### config.mk
export PLATFORM = sky130hd
export DESIGN_NAME = cdb_arb_bus
export DESIGN_NICKNAME = d
export VERILOG_FILES = /design/src/rtl/cdb_arb_bus_pkg.sv /design/src/rtl/cdb_rr_arbiter.sv /design/src/rtl/cdb_arb_bus.sv
export SDC_FILE = /design/constraint.sdc
export NUM_CORES = 1
export LEC_CHECK = 0
export BUFFER_PORTS_ARGS = -buffer_cell sky130_fd_sc_hd__buf_4
export CAP_MARGIN = 20
export CORE_ASPECT_RATIO = 0.9
export CORE_MARGIN = 2
export CORE_UTILIZATION = 49
export CTS_CLUSTER_DIAMETER = 100
export DETAILED_ROUTE_END_ITERATION = 16
export PLACE_DENSITY = 0.76
export RECOVER_POWER = 25
export SYNTH_ARGS = -nofsm -noshare
export SYNTH_HDL_FRONTEND = slang
export SYNTH_HIERARCHICAL = 1
export SYNTH_SLANG_ARGS = --single-unit
### constraint.sdc
create_clock -name clk -period 3.06 [get_ports clk]
set_input_delay 0.612 -clock clk [delete_from_list [all_inputs] [get_ports clk]]
set_output_delay 0.612 -clock clk [all_outputs]
set_load 0.1 [all_outputs]
### src/rtl/cdb_arb_bus_pkg.sv
// Shared defaults and helpers for the common data bus.
// Widths mirror the core-wide tag/data/RS defaults.
package cdb_arb_bus_pkg;

  localparam int CDB_NUM_SRC = 4;
  localparam int CDB_TAG_W   = 4;
  localparam int CDB_DATA_W  = 32;
  localparam int CDB_RS_W    = 3;

  function automatic int idx_w(input int n);
    return (n > 1) ? $clog2(n) : 1;
  endfunction

endpackage

### src/rtl/cdb_rr_arbiter.sv
// Combinational round-robin arbiter: req/ptr in, one-hot grant,
// grant_idx and any_grant out. Search starts at ptr and wraps.
import cdb_arb_bus_pkg::*;

module cdb_rr_arbiter #(
  parameter int N  = 4,
  parameter int SW = idx_w(N)
) (
  input  logic [N-1:0]  req,
  input  logic [SW-1:0] ptr,
  output logic [N-1:0]  grant,
  output logic [SW-1:0] grant_idx,
  output logic          any_grant
);

  logic [SW-1:0] j;

  always_comb begin
    grant     = '0;
    grant_idx = '0;
    any_grant = 1'b0;
    j         = '0;
    for (int k = 0; k < N; k++) begin
      j = SW'((int'(ptr) + k) % N);
      if (!any_grant && req[j]) begin
        grant[j]  = 1'b1;
        grant_idx = j;
        any_grant = 1'b1;
      end
    end
  end

endmodule

### src/rtl/cdb_arb_bus.sv
// Multi-source CDB: per-source one-entry hold, round-robin pick,
// registered broadcast of tag/data/rs/src; flush drops in-flight.
import cdb_arb_bus_pkg::*;

module cdb_arb_bus #(
  parameter int NUM_SRC    = CDB_NUM_SRC,
  parameter int TAG_WIDTH  = CDB_TAG_W,
  parameter int DATA_WIDTH = CDB_DATA_W,
  parameter int RS_WIDTH   = CDB_RS_W,
  localparam int SRC_W     = idx_w(NUM_SRC)
) (
  input  logic                          clk,
  input  logic                          rst_n,
  input  logic                          flush,
  input  logic [NUM_SRC-1:0]            src_valid,
  output logic [NUM_SRC-1:0]            src_ready,
  input  logic [NUM_SRC*TAG_WIDTH-1:0]  src_tag,
  input  logic [NUM_SRC*DATA_WIDTH-1:0] src_data,
  input  logic [NUM_SRC*RS_WIDTH-1:0]   src_rs,
  output logic                          cdb_valid,
  output logic [TAG_WIDTH-1:0]          cdb_tag,
  output logic [DATA_WIDTH-1:0]         cdb_data,
  output logic [RS_WIDTH-1:0]           cdb_rs,
  output logic [SRC_W-1:0]              cdb_src
);

  logic [NUM_SRC-1:0]    pending;
  logic [TAG_WIDTH-1:0]  hold_tag  [NUM_SRC];
  logic [DATA_WIDTH-1:0] hold_data [NUM_SRC];
  logic [RS_WIDTH-1:0]   hold_rs   [NUM_SRC];
  logic [SRC_W-1:0]      rr_ptr;

  logic [NUM_SRC-1:0] grant;
  logic [SRC_W-1:0]   grant_idx;
  logic               any_grant;
  logic [NUM_SRC-1:0] xfer;
  logic [SRC_W-1:0]   ptr_nxt;

  cdb_rr_arbiter #(
    .N  (NUM_SRC),
    .SW (SRC_W)
  ) u_arb (
    .req       (pending),
    .ptr       (rr_ptr),
    .grant     (grant),
    .grant_idx (grant_idx),
    .any_grant (any_grant)
  );

  // A granted slot frees this cycle, so it may refill at once.
  assign src_ready = {NUM_SRC{!flush}} & (~pending | grant);
  assign xfer      = src_valid & src_ready;

  assign ptr_nxt = (grant_idx == SRC_W'(NUM_SRC - 1))
                 ? '0 : grant_idx + 1'b1;

  always_ff @(posedge clk or negedge rst_n) begin
    if (!rst_n) begin
      pending   <= '0;
      rr_ptr    <= '0;
      cdb_valid <= 1'b0;
      cdb_tag   <= '0;
      cdb_data  <= '0;
      cdb_rs    <= '0;
      cdb_src   <= '0;
      for (int i = 0; i < NUM_SRC; i++) begin
        hold_tag[i]  <= '0;
        hold_data[i] <= '0;
        hold_rs[i]   <= '0;
      end
    end else if (flush) begin
      pending   <= '0;
      cdb_valid <= 1'b0;
    end else begin
      for (int i = 0; i < NUM_SRC; i++) begin
        if (xfer[i]) begin
          hold_tag[i]  <= src_tag[i*TAG_WIDTH +: TAG_WIDTH];
          hold_data[i] <= src_data[i*DATA_WIDTH +: DATA_WIDTH];
          hold_rs[i]   <= src_rs[i*RS_WIDTH +: RS_WIDTH];
          pending[i]   <= 1'b1;
        end else if (grant[i]) begin
          pending[i]   <= 1'b0;
        end
      end
      cdb_valid <= any_grant;
      if (any_grant) begin
        cdb_tag  <= hold_tag[grant_idx];
        cdb_data <= hold_data[grant_idx];
        cdb_rs   <= hold_rs[grant_idx];
        cdb_src  <= grant_idx;
        rr_ptr   <= ptr_nxt;
      end
    end
  end

endmodule
==> run_results.csv, run 1 <==
group,metric,value,unit
status,outcome,"finished with violations",
status,violations,"capacitance limit, slew limit, setup timing",
clock_tree,cts_tree,"yes",
hold_path,hold_path_startpoint,"src_data[62]",
detailed_routing,wire_per_inst,23.6,um
detailed_routing,dr_total_vias,6573,
critical_path,cp-start-kind,"flop",
place,place_inst,1073,
floorplanning,initial_core_util,0.498,
floorplanning,rows,47,
synthesis,synth_cells,635,
synthesis,synth_cell_types,32,
synthesis,postSynthAreaPerCell,14.3,um2
floorplanning,core_region_area,18300,um2
timing,maxSlewViolCount,91,
global_routing,grt_antenna_before_repair,0,
global_routing,grt_pass1_vias,6962,
global_routing,grt_pass1_wl,37000,um
floorplanning,die_x,148,um
timing,max_freq,298,MHz
synthesis,synth_enable_flop_cells,0,
detailed_routing,firstDrtPassIters,4,
synthesis,yosysWarnings,6,
detailed_routing,routed_wl,27400,um
timing,worst_pin_slew,2330,ps
pwr,ir_drop,0.724,mV
timing,post-route-period-util,1.10,
detailed_routing,drc_errors,0,
synthesis,async_flop_share,1.00,
final_layout,final_common_cell,"buf_4",
synthesis,netlist_area,9110,um2
clock_tree,cts.clk_slew.worst_paths,60,ps
timing,slew_headroom,-0.553,
critical_path,worstPathMaxFanout,5,
synthesis,synth_area_leader_cell,"dfrtp_1",
clock_tree,clock-sinks,204,
critical_path,endpoint_kind,"output port",
floorplanning,io_pins,209,
timing,fin_tns_setup,-6750,ps
final_layout,fin_nets,1067,
critical_path,crit_chain,"inv_2 > ha_4 > buf_4 > mux4_1 > nor4b_4 > a22oi_1 > o21ai_1 > nor2b_2 > nor2_4 > buf_12",
clock_tree,cts_root_buffer,"clkbuf_16",
timing,setup_ws,-292,ps
critical_path,worstPathArrival,2740,ps
global_routing,overflow,0,
timing,rsz0062_at_grt,"yes",
critical_path,slowest_delay,440,ps
detailed_routing,vias_per_cell,5.68,
clock_tree,cts_made_buffers,22,
floorplanning,die-height,133,um
synthesis,yosysSeqAreaShare,0.560,
timing,whs,341,ps
timing,setup_violations,117,
synthesis,synth.net_count,804,
critical_path,critPathKind,"reg -> out",
synthesis,synth_top_area_share,0.560,
place,gp_congestion,0.939,
timing,finalClockSkew,7.34,ps
global_routing,grt_usage,0.238,
synthesis,ys_top_cells_by_area,"dfrtp_1 56%, mux2_2 17%, mux2i_1 8.8%",
critical_path,critical_path.slowest_cell,"dfrtp_2",
clock_tree,htreeDepth,1,
final_layout,final_cell_mix,"233 x buf_4, 202 x dfrtp_1, 80 x mux2i_1, 80 x mux2_4, 76 x mux2_2",
final_layout,fin_cells,1157,
hold_path,hold_class,"in -> reg",
pwr,p_leak,6.00,nW
clock_tree,clock_path_buffers,3,
critical_path,startpoint,"rr_ptr[1]",
critical_path,worstPathRequired,2450,ps
detailed_routing,drtAntennaViolNets,0,
place,port_buffers,208,
final_layout,final_layout_size_suffix_gt1_frac,0.547,
synthesis,synth_ff_type,"dfrtp_1",
pwr,power_density,1220,nW/um2
detailed_routing,first_iter_violations,409,
floorplanning,dieArea,19700,um2
synthesis,ys_seq_elements,204,
global_routing,grt_max_degree,92,
critical_path,rr_startpoint,"rr_ptr[1]",
flow_run,maxCapViolCount,1,
final_layout,synthToLayoutAreaGrowth,41.6,%
final_layout,antenna_cells,0,
place,dp_hpwl,16000,um
clock_tree,worstSkewPairLatency,500,ps
place,pre_cts_ws,-105,ps
timing,hold_viol,0,
timing,fin_crit,3350,ps
layer usage:
metal | part of all wire | vias up | GRT usage
li1 | - | 2841 | -
met1 | 0.42 | 3405 | 0.312
met2 | 0.49 | 273 | 0.406
met3 | 0.064 | 54 | 0.0435
met4 | 0.028 | 0 | 0.0732
met5 | 0 | - | 0
where the power goes:
part	switching (mW)	leakage (nW)	internal, mW
Sequential	0.676	2.42	3.82
Clock	1.05	0.363	1.67
Combinational	4.94	3.21	3.54
Total	6.67	6.00	9.03
cells in the mapped netlist (3+ instances only):
| master | number |
|---|---|
| a22oi_1 | 8 |
| nand2_1 | 49 |
| buf_6 | 8 |
| mux2_4 | 18 |
| buf_2 | 18 |
| mux2i_1 | 80 |
| dfrtp_1 | 204 |
| mux2_2 | 137 |
| nor2_1 | 15 |
| o21ai_0 | 5 |
| nor2b_1 | 3 |
| inv_1 | 3 |
| nand2b_1 | 4 |
| buf_4 | 8 |
| clkbuf_1 | 6 |
| ha_1 | 6 |
| o221ai_1 | 40 |
state kept, by name, indices dropped and copies added, names as in the netlist:
register and count:
hold_rs 12, hold_data 128, cdb_src 2, hold_tag 16, cdb_rs 3, pending 4, cdb_data 32, cdb_tag 4
rr_ptr 2, cdb_valid 1
area by class of cell:
cell class / instances / area (um2)
Tap cell: 245 / 307
Multi-Input combinational cell: 385 / 4010
Clock inverter: 7 / 110
Fill cell: 1195 / 5390
Clock buffer: 31 / 626
Timing Repair Buffer: 281 / 2730
Inverter: 4 / 17.5
Sequential cell: 204 / 5110
stage by stage:
step                power, mW  instance area [um2]  utilization
global placement         11.7                11100        0.608
floorplan                10.0                 9160            -
CTS                      15.0                12000        0.658
finish                   15.7                12900        0.705
detailed placement       12.0                11100        0.608
global route             16.4                12900        0.705
worst paths after layout:
| kind | endpoint | slack [ps] | depth (start not counted) |
|---|---|---|---|
| max in group asynchronous | hold_data[48] | 840 | 2 |
| worst max register to register | hold_data[114] | -120 | 13 |
| min in group asynchronous | cdb_data[28] | 810 | 1 |
| worst min-delay path | hold_data[94] | 340 | 2 |
| worst min register to register | cdb_src[1] | 490 | 2 |
| worst max-delay path | src_ready[1] | -290 | 10 |
logic make-up after synthesis:
family,Yosys count,share of synthesized area
AO/OA/AOI/OAI,57,0.0514
AND/OR/NAND/NOR,81,0.0448
multiplexers,241,0.300
adder cells (fa/ha/maj),6,0.00824
buffers and inverters,46,0.0352
flip-flops,204,0.560
what timing repair did:
action                                  CTS  global route
endpoints found under the setup margin  123           158
buffers inserted                         16             9
endpoints found under the hold margin     0             0
hold buffers                              0             0
cloned                                    0            22
pin swaps                                 7             8
resized for setup                        20            79
critical path: cells and delay by family (launching register included):
family / cells / cell delay [ps]
mux: 1 / 300
buf+inv: 3 / 410
flops: 1 / 440
compound gates: 2 / 300
simple gates: 3 / 580
fa+ha+maj: 1 / 210
No activity file was read; power rests on OpenSTA's default activity.
==> inputs of run 2 (changes only) <==
- PLACE_DENSITY: 0.76 -> 0.72
==> run 2 against run 1 <==
Effect of this change:
- die area stayed put
- clock-buffer cell count stayed put
- the run still ends with capacitance limit, slew limit, setup timing left
- hold slack better by 6.6 ps
==> run_results.csv, run 2 (synthesis gave the netlist of run 1 again) <==
group,metric,value,unit
critical_path,worstPathMaxFanout,7,
pwr,p_leak,5.96,nW
final_layout,max_flop_register,"hold_data",
timing,hold_viol,0,
final_layout,fin_cells,1152,
critical_path,critPathKind,"reg -> out",
detailed_routing,firstDrtPassIters,4,
global_routing,overflow,0,
clock_tree,htreeDepth,1,
timing,setup_violations,114,
place,place_inst,1072,
global_routing,grt_antenna_before_repair,0,
clock_tree,worstSkewPairLatency,490,ps
status,outcome,"finished with violations",
timing,fin_tns_setup,-4250,ps
timing,setup_ws,-302,ps
clock_tree,postCtsHoldBufs,0,
clock_tree,clock_path_buffers,3,
timing,maxSlewViolCount,76,
clock_tree,cts.clk_slew.worst_paths,60,ps
global_routing,met2_usage,0.392,
timing,rsz0062_at_grt,"yes",
place,dp_hpwl,15700,um
detailed_routing,wire_per_inst,22.3,um
floorplanning,initial_core_util,0.498,
global_routing,grt_pass1_wl,37100,um
clock_tree,cts_root_buffer,"clkbuf_16",
place,pre_cts_ws,-158,ps
floorplanning,rows,47,
detailed_routing,drc_errors,0,
critical_path,worstPathRequired,2450,ps
global_routing,grt_pass1_vias,6829,
timing,max_freq,297,MHz
pwr,power_density,1220,nW/um2
global_routing,met3_usage,0.0610,
final_layout,final_common_cell,"buf_4",
critical_path,endpoint_kind,"output port",
final_layout,largest_reg_flops,128,
hold_path,hold_class,"in -> reg",
timing,finalClockSkew,7.25,ps
clock_tree,clock-sinks,204,
detailed_routing,dr_total_vias,6358,
global_routing,globalRouteMet1Util,0.322,
place,port_buffers,208,
global_routing,grt_usage,0.237,
pwr,ir_drop,0.823,mV
floorplanning,io_pins,209,
clock_tree,cts_made_buffers,22,
detailed_routing,routed_wl,25700,um
global_routing,top_usage_layer,"met2",
final_layout,synthToLayoutAreaGrowth,40.1,%
timing,post-route-period-util,1.10,
final_layout,final_cell_mix,"233 x buf_4, 202 x dfrtp_1, 92 x mux2_4, 80 x mux2i_1, 65 x mux2_2",
global_routing,grt_max_degree,77,
floorplanning,die-height,133,um
final_layout,antenna_cells,0,
place,gp_congestion,0.832,
place,placed_cell_area,11100,um2
final_layout,final_cell_area,12800,um2
detailed_routing,vias_per_cell,5.52,
clock_tree,cts_tree,"yes",
final_layout,nFillCells,1229,
detailed_routing,drtAntennaViolNets,0,
detailed_routing,first_iter_violations,371,
floorplanning,die_x,148,um
timing,slew_headroom,-0.299,
floorplanning,dieArea,19700,um2
critical_path,worstPathArrival,2750,ps
final_layout,final_core_util,0.698,
critical_path,cp-start-kind,"flop",
timing,worst_pin_slew,1950,ps
status,violations,"capacitance limit, slew limit, setup timing",
final_layout,fin_nets,1060,
flow_run,maxCapViolCount,1,
floorplanning,core_region_area,18300,um2
timing,fin_crit,3360,ps
final_layout,final_layout_size_suffix_gt1_frac,0.557,
final_layout,reg_top3,"hold_data x128, cdb_data x32, hold_tag x16",
==> run 2: through the flow <==
| stage | power, mW | hold WS (ps) |
|---|---|---|
| floorplan | 10.0 | 316 |
| global placement | 11.6 | 468 |
| detailed placement | 11.9 | 471 |
| CTS | 15.0 | 153 |
| global route | 16.3 | 334 |
| finish | 15.6 | 348 |
==> run 2: worst paths after layout <==
kind,from,to,slack (ps),depth (start not counted)
worst min-delay path,src_tag[5],hold_tag[9],350,2
worst max-delay path,rr_ptr[0],src_ready[0],-300,10
max in group asynchronous,rst_n,cdb_data[21],1010,2
worst max register to register,rr_ptr[0],hold_data[57],-70,13
worst min register to register,cdb_src[1],cdb_src[1],480,2
min in group asynchronous,rst_n,hold_data[61],660,1
==> run 2: power breakdown <==
part,total [mW],switching [mW],internal (mW)
clock network,2.74,1.06,1.68
logic,8.39,4.89,3.49
registers,4.47,0.651,3.82
total,15.6,6.60,8.99
==> run 2: critical path, cell delays in order (launching register included) <==
cell and delay [ps]:
dfrtp_2 440, inv_2 70, ha_4 290, mux4_2 370, buf_6 150, and2b_2 280
a22oi_2 80, o21ai_2 160, nor2b_2 80, nor2_4 140, buf_12 180
==> run 2: cell type report <==
class,count,area (um2),share of cell area
inverter,4,17.5,0.00137
timing repair buffer,274,2490,0.195
clock buffer,31,666,0.0521
multi-input combinational,385,4080,0.320
sequential,204,5110,0.400
tap,245,307,0.0240
clock inverter,9,95.1,0.00745
==> run 2: repair_timing <==
action | CTS | global route
pin swaps | 10 | 12
setup buffers | 15 | 14
cloned | 0 | 13
setup endpoints to repair | 191 | 120
gates resized for setup | 22 | 96
==> run 2: layer usage <==
layer,up-vias,share of wire
li1,2830,-
met1,3255,0.42
met2,239,0.48
met3,34,0.083
met4,0,0.017
met5,-,0
